`config.mk`:
```
export PLATFORM = sky130hd
export DESIGN_NAME = id_ex_ctrl_stage
export DESIGN_NICKNAME = d
export VERILOG_FILES = /design/src/rtl/id_ex_ctrl_stage.sv
export SDC_FILE = /design/constraint.sdc
export NUM_CORES = 1
export LEC_CHECK = 0
export CELL_PAD_IN_SITES_DETAIL_PLACEMENT = 1
export CELL_PAD_IN_SITES_GLOBAL_PLACEMENT = 1
export CORE_MARGIN = 3
export CORE_UTILIZATION = 26
export DETAILED_ROUTE_END_ITERATION = 12
export PLACE_DENSITY = 0.83
export SETUP_SLACK_MARGIN = 0.4
export SYNTH_ARGS = -nofsm -noshare
export SYNTH_HDL_FRONTEND = slang
export SYNTH_SLANG_ARGS = --single-unit
```
`constraint.sdc`:
```
create_clock -name clk -period 1.64 [get_ports clk]
set_clock_uncertainty 0.1 [all_clocks]
set_input_delay 0.164 -clock clk [delete_from_list [all_inputs] [get_ports clk]]
set_output_delay 0.164 -clock clk [all_outputs]
set_load 0.01 [all_outputs]
```
`src/rtl/id_ex_ctrl_stage.sv`:
```
// ID/EX control pipeline register with load-use and ecall hazard detection and a RUN/HALTED FSM.
// Optional `STALL_COUNT_EN adds a 32-bit stall_cycles counter output.
module id_ex_ctrl_stage (
  input  logic        clk,
  input  logic        reset,
  input  logic        id_valid,
  input  logic [16:0] id_ctrl,
  input  logic [4:0]  id_rs1,
  input  logic [4:0]  id_rs2,
  input  logic [4:0]  id_rd,
  input  logic        id_use_rs1,
  input  logic        id_use_rs2,
  input  logic        id_x17_eq_10,
  input  logic        ex_flush,
  output logic [16:0] ex_ctrl,
  output logic [4:0]  ex_rd,
  output logic        ex_valid,
  output logic        stall,
  output logic        halted
`ifdef STALL_COUNT_EN
  ,
  output logic [31:0] stall_cycles
`endif
);

  localparam logic [4:0] REG_A7 = 5'd17;

  typedef enum logic {RUN, HALTED} state_t;

  state_t     state;
  logic [4:0] mem_rd;
  logic       mem_we;
  logic       mem_valid;

  logic ex_mem_read;
  logic ex_write_enable;
  logic id_is_ecall;
  logic rs1_match;
  logic rs2_match;
  logic load_use;
  logic a7_pending_ex;
  logic a7_pending_mem;
  logic ecall_hazard;
  logic issue;
  logic halt_now;

  assign ex_mem_read     = ex_ctrl[9];
  assign ex_write_enable = ex_ctrl[5];
  assign id_is_ecall     = id_ctrl[3];

  // x0 is hardwired, so a load targeting it can never feed a dependent instruction.
  always_comb begin
    rs1_match = id_use_rs1 && (id_rs1 == ex_rd);
    rs2_match = id_use_rs2 && (id_rs2 == ex_rd);
    load_use  = id_valid && ex_valid && ex_mem_read && (ex_rd != '0) && (rs1_match || rs2_match);
  end

  // ecall reads a7 straight from the register file, so it must wait until
  // any in-flight write to x17 has cleared both EX and MEM.
  always_comb begin
    a7_pending_ex  = ex_valid && ex_write_enable && (ex_rd == REG_A7);
    a7_pending_mem = mem_valid && mem_we && (mem_rd == REG_A7);
    ecall_hazard   = id_valid && id_is_ecall && (a7_pending_ex || a7_pending_mem);
  end

  always_comb begin
    stall = 1'b0;
    if (state == HALTED) begin
      stall = 1'b1;
    end else begin
      stall = (load_use || ecall_hazard) && !ex_flush;
    end
  end

  always_comb begin
    issue    = (state == RUN) && !ex_flush && !stall && id_valid;
    halt_now = issue && id_is_ecall && id_x17_eq_10;
  end

  always_ff @(posedge clk or negedge reset) begin
    if (!reset) begin
      state     <= RUN;
      halted    <= 1'b0;
      ex_ctrl   <= '0;
      ex_rd     <= '0;
      ex_valid  <= 1'b0;
      mem_rd    <= '0;
      mem_we    <= 1'b0;
      mem_valid <= 1'b0;
    end else begin
      mem_rd    <= ex_rd;
      mem_we    <= ex_write_enable;
      mem_valid <= ex_valid;
      case (state)
        RUN: begin
          if (issue) begin
            ex_ctrl  <= id_ctrl;
            ex_rd    <= id_rd;
            ex_valid <= 1'b1;
          end else begin
            ex_ctrl  <= '0;
            ex_rd    <= '0;
            ex_valid <= 1'b0;
          end
          if (halt_now) begin
            state  <= HALTED;
            halted <= 1'b1;
          end
        end
        HALTED: begin
          ex_ctrl  <= '0;
          ex_rd    <= '0;
          ex_valid <= 1'b0;
          halted   <= 1'b1;
        end
        default: begin
          state    <= RUN;
          halted   <= 1'b0;
          ex_ctrl  <= '0;
          ex_rd    <= '0;
          ex_valid <= 1'b0;
        end
      endcase
    end
  end

`ifdef STALL_COUNT_EN
  always_ff @(posedge clk or negedge reset) begin
    if (!reset) begin
      stall_cycles <= '0;
    end else if ((state == RUN) && stall) begin
      stall_cycles <= stall_cycles + 32'd1;
    end
  end
`endif

endmodule

```
Word-level counts from Yosys, hierarchy flattened
Index checks and enable logic that the tools add are counted.
W data, S select, Z words.
{ "classes": {"bitwise_logic": 1, "n_mux": 11, "n_reduce_logical": 24, "n_eq_ne": 5} }
{ "ops": {"columns": ["operator", "count"], "rows": [
  ["$pmux W17 S2", 1],
  ["$logic_and A1 B1 Y1", 18],
  ["$mux W17", 1],
  ["$eq A5 B5 Y1", 2],
  ["$eq A5 B5 Y1 const B", 2],
  ["$pmux W5 S2", 1],
  ["$mux W1", 5],
  ["$mux W5", 1],
  ["$reduce_bool A5 Y1", 1],
  ["$pmux W1 S2", 2],
  ["$logic_or A1 B1 Y1", 3],
  ["$logic_not A1 Y1", 2],
  ["$ne A2 B2 Y1 const B", 1],
  ["$not A1 Y1", 1]
]} }
{ "totals": {"output_inout_bits": 25, "in_bits": 39, "reg_bits": 32, "wordCells": 49} }

Depth between registers and ports, before layout
Gate-level depths: netlist of run 1.
{ "depth": {"word_depth": 14, "mapped_depth": 6, "mapped_depth_nobuf": 5} }

Least setup slack after synthesis of run 1
No wires, ideal clock.
{ "synth_path": {"path_type": "register to register", "start": "reg ex_rd[4]", "end": "reg halted", "period_less_slack_ps": 1650, "path_stages_with_launch": 6, "t_arrival_ps": 1424, "setup_ps": 126, "setup_slack_ps": -10, "n_path_buf": 0, "required_time_ps": 1414, "path_cell_list": "dfrtp_1 xnor2_1 nand4_1 o22ai_2 a211oi_4 a311o_1"} }
{ "synth_between": {"elab_chain_cells": 13, "elab_cells_between_ends": 21, "classes_between": "eq/ne: 4; mux: 1; reduce/logical: 16"} }
{ "synth_lines": {"columns": ["item", "line_no", "source"], "rows": [
  ["start: declaration", "16", "output logic [4:0] ex_rd,"],
  ["start signal: assignment", "98", "ex_rd <= id_rd;"],
  ["$eq A5 B5 Y1, on equally long branches", "53, 54, 61", null],
  ["$logic_and A1 B1 Y1, on equally long branches", "53, 54, 61", null],
  ["$logic_or A1 B1 Y1, on equally long branches", "55, 63", null],
  ["$logic_and A1 B1 Y1, on equally long branches", "55, 63", null],
  ["$logic_or A1 B1 Y1 (*)", "71", "stall = (load_use || ecall_hazard) && !ex_flush;"],
  ["$logic_and A1 B1 Y1 (*)", "71", null],
  ["$mux W1 (*)", "68", "if (state == HALTED) begin"],
  ["$logic_not A1 Y1 (*)", "76", "issue = (state == RUN) && !ex_flush && !stall && id_valid;"],
  ["$logic_and A1 B1 Y1 (*) (2 in a row)", "76", null],
  ["$logic_and A1 B1 Y1 (*) (2 in a row)", "77", "halt_now = issue && id_is_ecall && id_x17_eq_10;"],
  ["$ne A2 B2 Y1 (no line) (*)", null, null],
  ["end signal: assignment", "83", "halted <= 1'b0;"],
  ["end signal: assignment", "107", "halted <= 1'b1;"],
  ["end signal: assignment", "114", "halted <= 1'b1;"],
  ["end: declaration", "19", "output logic halted"]
]} }
Every way passes the cells marked *; elsewhere a longest branch is shown, timed or not.
A chain may end at the register's enable or synchronous reset.

Worst setup path in the final report of run 1
{ "layout_path": {"start": "reg mem_rd[2]", "end": "out stall"} }
{ "layout_between": {"elab_chain_cells": 7} }
{ "layout_lines": {"columns": ["item", "line_no", "source"], "rows": [
  ["start: declaration", "31", "logic [4:0] mem_rd;"],
  ["start signal: assignment", "91", "mem_rd <= ex_rd;"],
  ["$eq A5 B5 Y1", "62", "a7_pending_mem = mem_valid && mem_we && (mem_rd == REG_A7);"],
  ["$logic_and A1 B1 Y1", "62", null],
  ["$logic_or A1 B1 Y1", "63", "ecall_hazard = id_valid && id_is_ecall && (a7_pending_ex || a7_pending_mem);"],
  ["$logic_and A1 B1 Y1", "63", null],
  ["$logic_or A1 B1 Y1", "71", null],
  ["$logic_and A1 B1 Y1", "71", null],
  ["$mux W1", "68", null],
  ["end: declaration", "18", "output logic stall,"]
]} }
Every way passes these cells.

==> reports/summary.txt, run 1 <==
Status: finished with violations
Failing checks: setup timing
Worst reg2reg setup slack: -0.27 ns
GRT Total Usage: 0.163
Clock Tree Buf Depth: 2
Port bufs: 63
Die H: 74.0 µm
Syn-to-layout area delta: 81.4%
Worst-path fanout max: 2
Synth warn: 0
Sequential element share of the synthesized area: 0.666
Worst Tran Pin Value: 0.413 ns
Endpoints failing setup: 25
GRT overflow: 0
Clock root buffer: clkbuf_8
Hold Buf Count CTS: 0
Effective utilization at floorplan: 0.272
Most frequent cells in the layout: 38 x clkdlybuf4s50_1, 27 x dfrtp_1, 22 x and2_1
Most common cell after layout, fill and taps aside: clkdlybuf4s50_1
Worst R2R Start: mem_rd[2]
Worst setup SP type: register
GRT met3 Usage: 0.0608
Fin cells: 228
Rel. slew slack: 0.725
Top Ports: 64
Cell variety after synth: 19
Final cycle utilization of the critical path: 1.18
Die area: 0.00548 mm²
GPL Wtd Cong: 0.684
Mean Syn Cell Area: 13.7 µm²
Vias per inst: 4.48
HPWL after DPL: 2840 µm
Max rail drop VDD: 0.000487 V
Core area: 0.00441 mm²
Drt first pass iters: 4
GRT met2 Usage: 0.292
Yosys reg bits: 32
Routed WL: 4130 µm
Layout Nets: 214
Share of layout cells above drive strength 1: 0.267
Vias in the first global route: 1155
First-pass GRT wire length: 6390 µm
Critical setup path kind: register to primary output
R2R cell count: 7
CTS sink cnt: 32
Final Slew Violations: 0
RSZ-0062 raised after global routing: true
CTS tree: done
CP endpoint kind: primary output
Min-delay worst type: input pin to asynchronous set/reset pin
P_leak: 1.01 nW
Antenna cell count: 0
Cts bufs inserted: 5
Rows: 24
Detailed-route DRC error count: 0
Mapped Cells: 88
Die Wd: 74.0 µm
CP required: 1.38 ns
Global routing's busiest layer: met2
Worst Path Arrival: 1.67 ns
Initial antenna violation count: 0
Max_cap viols: 0
Syn_nets: 127
Minimum clock period: 1.93 ns
Cell Area, Synth: 0.00120 mm²
Fin util: 0.494
Final setup margin: -0.293 ns
RR Endpoint: halted
Clk slew on worst S/H paths: 0.07 ns
Clock Latency Late Sink: 0.28 ns
Met1 track demand over resource: 0.173
Routed len/inst: 18.1 µm
# H-tree levels: 2
DP Worst Slack: -0.676 ns
Setup TNS: -3.67 ns
Antenna Nets Post-Route: 0
Largest net degree at the start of global routing: 33
Pwr/cell area: 912 mW/mm²
Initial DRC Count: 48
F_max: 517 MHz
Dpl cells: 211
Final Hold Viols: 0
Vias: 1022
[cells in the mapped netlist]
cell type / instances / area (µm²)
a211oi_4: 1 / 20.0
o22ai_2: 1 / 12.5
a311o_1: 1 / 10.0
nand3_1: 1 / 5.00
and4_1: 1 / 8.76
nor2_1: 2 / 7.51
a21oi_1: 2 / 10.0
dfrtp_1: 32 / 801
xnor2_1: 10 / 87.6
nand2_1: 5 / 18.8
buf_6: 2 / 22.5
and2_1: 22 / 138
nor4bb_1: 1 / 10.0
nand4b_1: 1 / 8.76
a21oi_2: 1 / 8.76
nor3_1: 1 / 5.00
o21bai_1: 1 / 7.51
a31o_1: 1 / 8.76
nand4_1: 2 / 12.5
[registers in the layout (all words and copies together), names as in the netlist]
register,flops
mem_we,1
ex_valid,1
mem_valid,1
ex_ctrl,17
state,1
mem_rd,5
ex_rd,5
halted,1
[final cells by class]
type                    count  area (µm²)
clock inverters             1        30.0
repair buffers             81         754
multi-input cells          55         428
fillers                   457        2230
flip-flops and latches     32         807
well taps                  52        65.1
clock buffers               7        96.3
[metal layers]
metal  wire, µm  vias up
met1       1460      507
met3        277        8
met5          0        -
met4         79        0
met2       2310       43
li1           -      464
[worst max-delay path by stage]
stage	start	end	slack [ns]	cells past startpoint
2_1_floorplan	ex_rd[1]	ex_rd[1]	0.11	5
3_3_place_gp	id_rs2[3]	halted	-0.52	7
3_5_place_dp	id_rs2[2]	halted	-0.68	7
4_1_cts	mem_rd[2]	stall	-0.27	6
5_1_grt	mem_rd[2]	stall	-0.37	6
6_report	mem_rd[2]	stall	-0.29	6
[power by group]
| group | leakage [nW] | switching (mW) | internal (mW) | total (mW) |
|---|---|---|---|---|
| Sequential | 0.422 | 0.0306 | 0.831 | 0.862 |
| Clock | 0.0645 | 0.279 | 0.536 | 0.814 |
| Combinational | 0.525 | 0.122 | 0.191 | 0.314 |
| Total | 1.01 | 0.431 | 1.56 | 1.99 |
[through the flow]
stage                     total power [mW]  hold WS (ns)  area, µm²
after floorplan                      0.962        -0.232       1220
after global placement                1.16         0.356       1970
after detailed placement              1.17         0.363       1970
after CTS                             2.01         0.192       2150
after global routing                  2.08         0.201       2180
final                                 1.99         0.180       2180
[repair_timing]
action,4_1_cts,5_1_grt
gates resized for setup,63,7
endpoints found under the setup margin,50,33
buffers inserted,6,2
pin swaps,6,0
endpoints found under the hold margin,0,0
cloned,1,0
[logic make-up (layout without fill, tap and decap cells)]
group                  Yosys count  count (layout)  synth area share
XOR/XNOR                        10              10            0.0728
buffers and inverters            2              89            0.0187
AND/OR/NAND/NOR                 36              36             0.178
flip-flops                      32              32             0.666
AO/OA/AOI/OAI                    8               9            0.0645
[critical path, cell delays in order, from the launching register on]
cell and delay, ns:
dfrtp_1 0.37, nor4bb_2 0.32, nand4b_1 0.16, a21oi_2 0.19, a21oi_1 0.06, o21bai_1 0.14, buf_2 0.15
(Power assumes the default switching activity.)
==> inputs of run 2 (changes only) <==
--- a/config.mk
+++ b/config.mk
@@ -8,9 +8,9 @@
 export CELL_PAD_IN_SITES_DETAIL_PLACEMENT = 1
 export CELL_PAD_IN_SITES_GLOBAL_PLACEMENT = 1
 export CORE_MARGIN = 3
-export CORE_UTILIZATION = 26
+export CORE_UTILIZATION = 31
 export DETAILED_ROUTE_END_ITERATION = 12
-export PLACE_DENSITY = 0.83
+export PLACE_DENSITY = 0.92
 export SETUP_SLACK_MARGIN = 0.4
 export SYNTH_ARGS = -nofsm -noshare
 export SYNTH_HDL_FRONTEND = slang
==> constraint.sdc (replaced) <==
create_clock -name clk -period 2.3 [get_ports clk]
set_clock_uncertainty 0.1 [all_clocks]
set_input_delay 0.23 -clock clk [delete_from_list [all_inputs] [get_ports clk]]
set_output_delay 0.23 -clock clk [all_outputs]
set_load 0.01 [all_outputs]
==> run 2 against run 1 <==
Effect of this change: the flow now finishes without violations; power decreased by 35%; via count decreased by 1.2%; sequential share of layout area increased by 0.76 points; die area decreased by 15%; critical path type is now register to register; largest power group unchanged; highest routed layer unchanged.
==> reports/summary.txt, run 2 (synthesis gave the netlist of run 1 again) <==
Die Wd: 68.3 µm
Most frequent cells in the layout: 62 x clkdlybuf4s50_1, 27 x dfrtp_1, 15 x and2_1
Clock Tree Buf Depth: 2
Final Hold Viols: 0
CTS tree: done
F_max: 493 MHz
CP Buf/Inv Count: 4
Max rail drop VDD: 0.000492 V
Drt first pass iters: 4
Status: finished clean
Core area: 0.00369 mm²
Initial DRC Count: 25
Slowest-stage cell, CP: dfrtp_2
Port bufs: 63
Largest net degree at the start of global routing: 33
Most flops, register: ex_ctrl
Worst setup SP type: register
Worst-path fanout max: 6
Final cycle utilization of the critical path: 0.882
GRT overflow: 0
First-pass GRT wire length: 5380 µm
Vias in the first global route: 1089
RR Endpoint: ex_ctrl[6]
Routed WL: 4370 µm
Layout Nets: 209
Antenna Nets Post-Route: 0
GRT Total Usage: 0.164
CTS sink cnt: 32
Vias: 1010
Vias per inst: 4.61
Cts bufs inserted: 5
Total power draw: 1.30 mW
Final hold slack: 0.258 ns
Min-delay worst type: input pin to asynchronous set/reset pin
Critical setup path kind: register to register
DP Worst Slack: -0.00950 ns
Initial antenna violation count: 0
Worst Path Arrival: 2.13 ns
Minimum clock period: 2.03 ns
Critical Path, Cell by Cell: buf_6, and4_1, nand2_1, a21oi_2, buf_4, a211oi_4, buf_4, buf_6, and2_1
Worst reg2reg setup slack: 0.27 ns
Rel. slew slack: 0.730
Die H: 68.3 µm
Antenna cell count: 0
RSZ-0062 raised after global routing: true
Top flop regs: ex_ctrl x17, ex_rd x5, mem_rd x5
Final setup margin: 0.271 ns
Detailed-route DRC error count: 0
Endpoints failing setup: 0
Worst Tran Pin Value: 0.405 ns
Final Slew Violations: 0
Rows: 22
Clk slew on worst S/H paths: 0.07 ns
Most common cell after layout, fill and taps aside: clkdlybuf4s50_1
Effective utilization at floorplan: 0.326
HPWL after DPL: 2630 µm
Share of layout cells above drive strength 1: 0.240
CP required: 2.40 ns
Crit path max-delay family: buffers and inverters
Clock root buffer: clkbuf_8
Die area: 0.00466 mm²
Max reg flops: 17
Largest stage delay on the critical path: 0.46 ns
Clock Latency Late Sink: 0.28 ns
Max_cap viols: 0
Top Ports: 64
# H-tree levels: 2
CP endpoint kind: register
P_leak: 0.915 nW
Syn-to-layout area delta: 77.7%
R2R cell count: 9
Routed len/inst: 19.9 µm
Worst R2R Start: ex_rd[4]
Pwr/cell area: 607 mW/mm²
GPL Wtd Cong: 0.697
run 2: where the power goes:
| part | internal (mW) | switching (mW) |
|---|---|---|
| logic | 0.148 | 0.0884 |
| registers | 0.593 | 0.0227 |
| clock network | 0.244 | 0.201 |
run 2: per-layer routing:
layer	up-vias	part of all wire	GRT usage
li1	450	-	-
met1	504	0.36	0.163
met2	45	0.54	0.294
met3	11	0.074	0.0739
met4	0	0.028	0.0670
met5	-	0	0
run 2: cell type report:
class | instances | area (µm²)
clock buffers | 8 | 90.1
well taps | 48 | 60.1
repair buffers | 77 | 749
flip-flops and latches | 32 | 807
multi-input cells | 54 | 430
fillers | 381 | 1550
run 2: timing repair:
action,CTS,global route
hold endpoints to repair,0,0
pin swaps,11,9
setup endpoints to repair,21,21
gates resized for setup,13,17
gates cloned,0,3
hold buffers,0,0
buffers inserted,3,3
run 2: worst max path at each step:
stage,startpoint,end,depth (start not counted)
after global routing,ex_rd[4],ex_ctrl[6],9
after global placement,id_rs1[1],stall,7
after detailed placement,id_rs1[2],stall,7
after floorplan,ex_rd[4],halted,5
final,ex_rd[4],ex_ctrl[6],9
after CTS,mem_rd[2],stall,6
run 2: through the flow:
| step | TNS [ns] | util | area [µm²] | cells |
|---|---|---|---|---|
| 3_5_place_dp | -0.00950 | 0.517 | 1910 | 202 |
| 4_1_cts | 0 | 0.555 | 2050 | 213 |
| 3_3_place_gp | 0 | 0.517 | 1910 | 202 |
| 6_report | 0 | 0.579 | 2140 | 219 |
| 5_1_grt | 0 | 0.579 | 2140 | 219 |
| 2_1_floorplan | 0 | - | 1200 | 88 |
==> inputs of run 3 (changes only) <==
--- a/config.mk
+++ b/config.mk
@@ -11,7 +11,7 @@
 export CORE_UTILIZATION = 31
 export DETAILED_ROUTE_END_ITERATION = 12
 export PLACE_DENSITY = 0.92
-export SETUP_SLACK_MARGIN = 0.4
+export SETUP_SLACK_MARGIN = 0.2
 export SYNTH_ARGS = -nofsm -noshare
 export SYNTH_HDL_FRONTEND = slang
 export SYNTH_SLANG_ARGS = --single-unit
==> run 3 against run 2 <==
Effect of this change: power is 4.6% lower; clock power is 4% lower; final cell count is 4.1% lower; first-iteration DRC count is 32% lower; critical path type is now register to primary output; highest routed layer unchanged.
==> reports/summary.txt, run 3 (synthesis gave the netlist of run 1 again) <==
Status: finished clean
CP required: 1.97 ns
HPWL after DPL: 2630 µm
CTS tree: done
Pwr/cell area: 615 mW/mm²
Most frequent cells in the layout: 62 x clkdlybuf4s50_1, 27 x dfrtp_1, 22 x and2_1
Clock root buffer: clkbuf_8
GRT Total Usage: 0.157
Share of layout cells above drive strength 1: 0.136
GPL Wtd Cong: 0.697
Worst Tran Pin Value: 0.388 ns
Worst setup SP type: register
P_leak: 0.841 nW
Max_cap viols: 0
Final setup margin: 0.353 ns
Area post-placement: 0.00191 mm²
Clock Tree Buf Depth: 2
Layout Nets: 200
Max rail drop VDD: 0.000478 V
Filler cell count: 400
Most flops, register: ex_ctrl
Max reg flops: 17
Endpoints failing setup: 0
Crit path max-delay family: flip-flops
Clk slew on worst S/H paths: 0.06 ns
Area of the multi-input gates: 390 µm²
Top Ports: 64
Initial DRC Count: 17
Antenna Nets Post-Route: 0
CP endpoint kind: primary output
Routed len/inst: 15.7 µm
Setup TNS: 0 ns
Antenna cell count: 0
Final cycle utilization of the critical path: 0.846
Core area: 0.00369 mm²
Most common cell after layout, fill and taps aside: clkdlybuf4s50_1
Final hold slack: 0.244 ns
Clock Latency Late Sink: 0.27 ns
Port bufs: 63
Die H: 68.3 µm
Largest stage delay on the critical path: 0.46 ns
First-pass GRT wire length: 5170 µm
Cell area after layout: 0.00201 mm²
CTS sink cnt: 32
Minimum clock period: 1.95 ns
Critical setup path kind: register to primary output
Rel. slew slack: 0.741
Die Wd: 68.3 µm
Cts bufs inserted: 5
Rows: 22
Worst-path fanout max: 5
Vias per inst: 4.46
Total power draw: 1.24 mW
Worst Path Arrival: 1.62 ns
Fin util: 0.545
RSZ-0062 raised after global routing: false
Final Slew Violations: 0
Top flop regs: ex_ctrl x17, ex_rd x5, mem_rd x5
Syn-to-layout area delta: 67.2%
GRT overflow: 0
DP Worst Slack: -0.00950 ns
Effective utilization at floorplan: 0.326
Critical Path, Cell by Cell: xnor2_1, nand4_1, o22ai_2, a21oi_1, o21bai_1, clkbuf_2
Vias: 937
CP Buf/Inv Count: 1
Vias in the first global route: 1062
# H-tree levels: 2
Final Hold Viols: 0
Routed WL: 3310 µm
Hold Buf Count CTS: 0
Slowest-stage cell, CP: dfrtp_2
Fin cells: 210
FF/Latch Area: 807 µm²
Die area: 0.00466 mm²
Detailed-route DRC error count: 0
Largest net degree at the start of global routing: 33
Min-delay worst type: input pin to asynchronous set/reset pin
Initial antenna violation count: 0
F_max: 514 MHz
Drt first pass iters: 2
Dpl cells: 202
run 3: cell types whose count changed in the layout (fill, tap and decap cells not counted):
cell and delta:
buf_4 -4, xnor2_1 +3, and2_4 -7, buf_2 -1, buf_6 -5, and2_1 +7
clkbuf_2 +1, xnor2_2 -3
run 3: layer usage:
layer,part of all wire,track usage
met5,0,0
met4,0.020,0.0670
met3,0.089,0.0739
met2,0.55,0.282
met1,0.34,0.152
run 3: worst reg2reg max path: stages (launching register included):
cell and delay [ns]:
dfrtp_2 0.46, xnor2_1 0.15, nand4_1 0.12, o22ai_2 0.11, buf_4 0.15, a211oi_4 0.30
buf_4 0.26, and2_1 0.17
run 3: area by class of cell:
type,count,share of cell area
multi-input cells,54,0.194
well taps,48,0.0299
clock buffers,8,0.0448
repair buffers,68,0.330
flip-flops and latches,32,0.401
run 3: path summary, 6_finish.rpt:
path | from | to | slack (ns) | cells after the start
max | ex_rd[2] | stall | 0.35 | 6
min | reset | ex_ctrl[8] | 0.24 | 2
max reg2reg | ex_rd[0] | ex_rd[4] | 0.41 | 7
min reg2reg | ex_ctrl[5] | mem_we | 0.30 | 0
max in group asynchronous | reset | ex_rd[3] | 1.55 | 2
min in group clk | ex_ctrl[5] | mem_we | 0.30 | 0
run 3: where the power goes:
part           switching, mW  internal (mW)  leakage [nW]
Combinational         0.0719          0.125         0.373
Clock                  0.183          0.244        0.0455
Sequential            0.0204          0.593         0.422
Total                  0.275          0.961         0.841
run 3: repair_timing:
| action | CTS | global route |
|---|---|---|
| gates resized for setup | 8 | 2 |
| setup buffers | 0 | 0 |
| endpoints found under the setup margin | 1 | 1 |
| pin swaps | 1 | 1 |
| gates cloned | 0 | 0 |
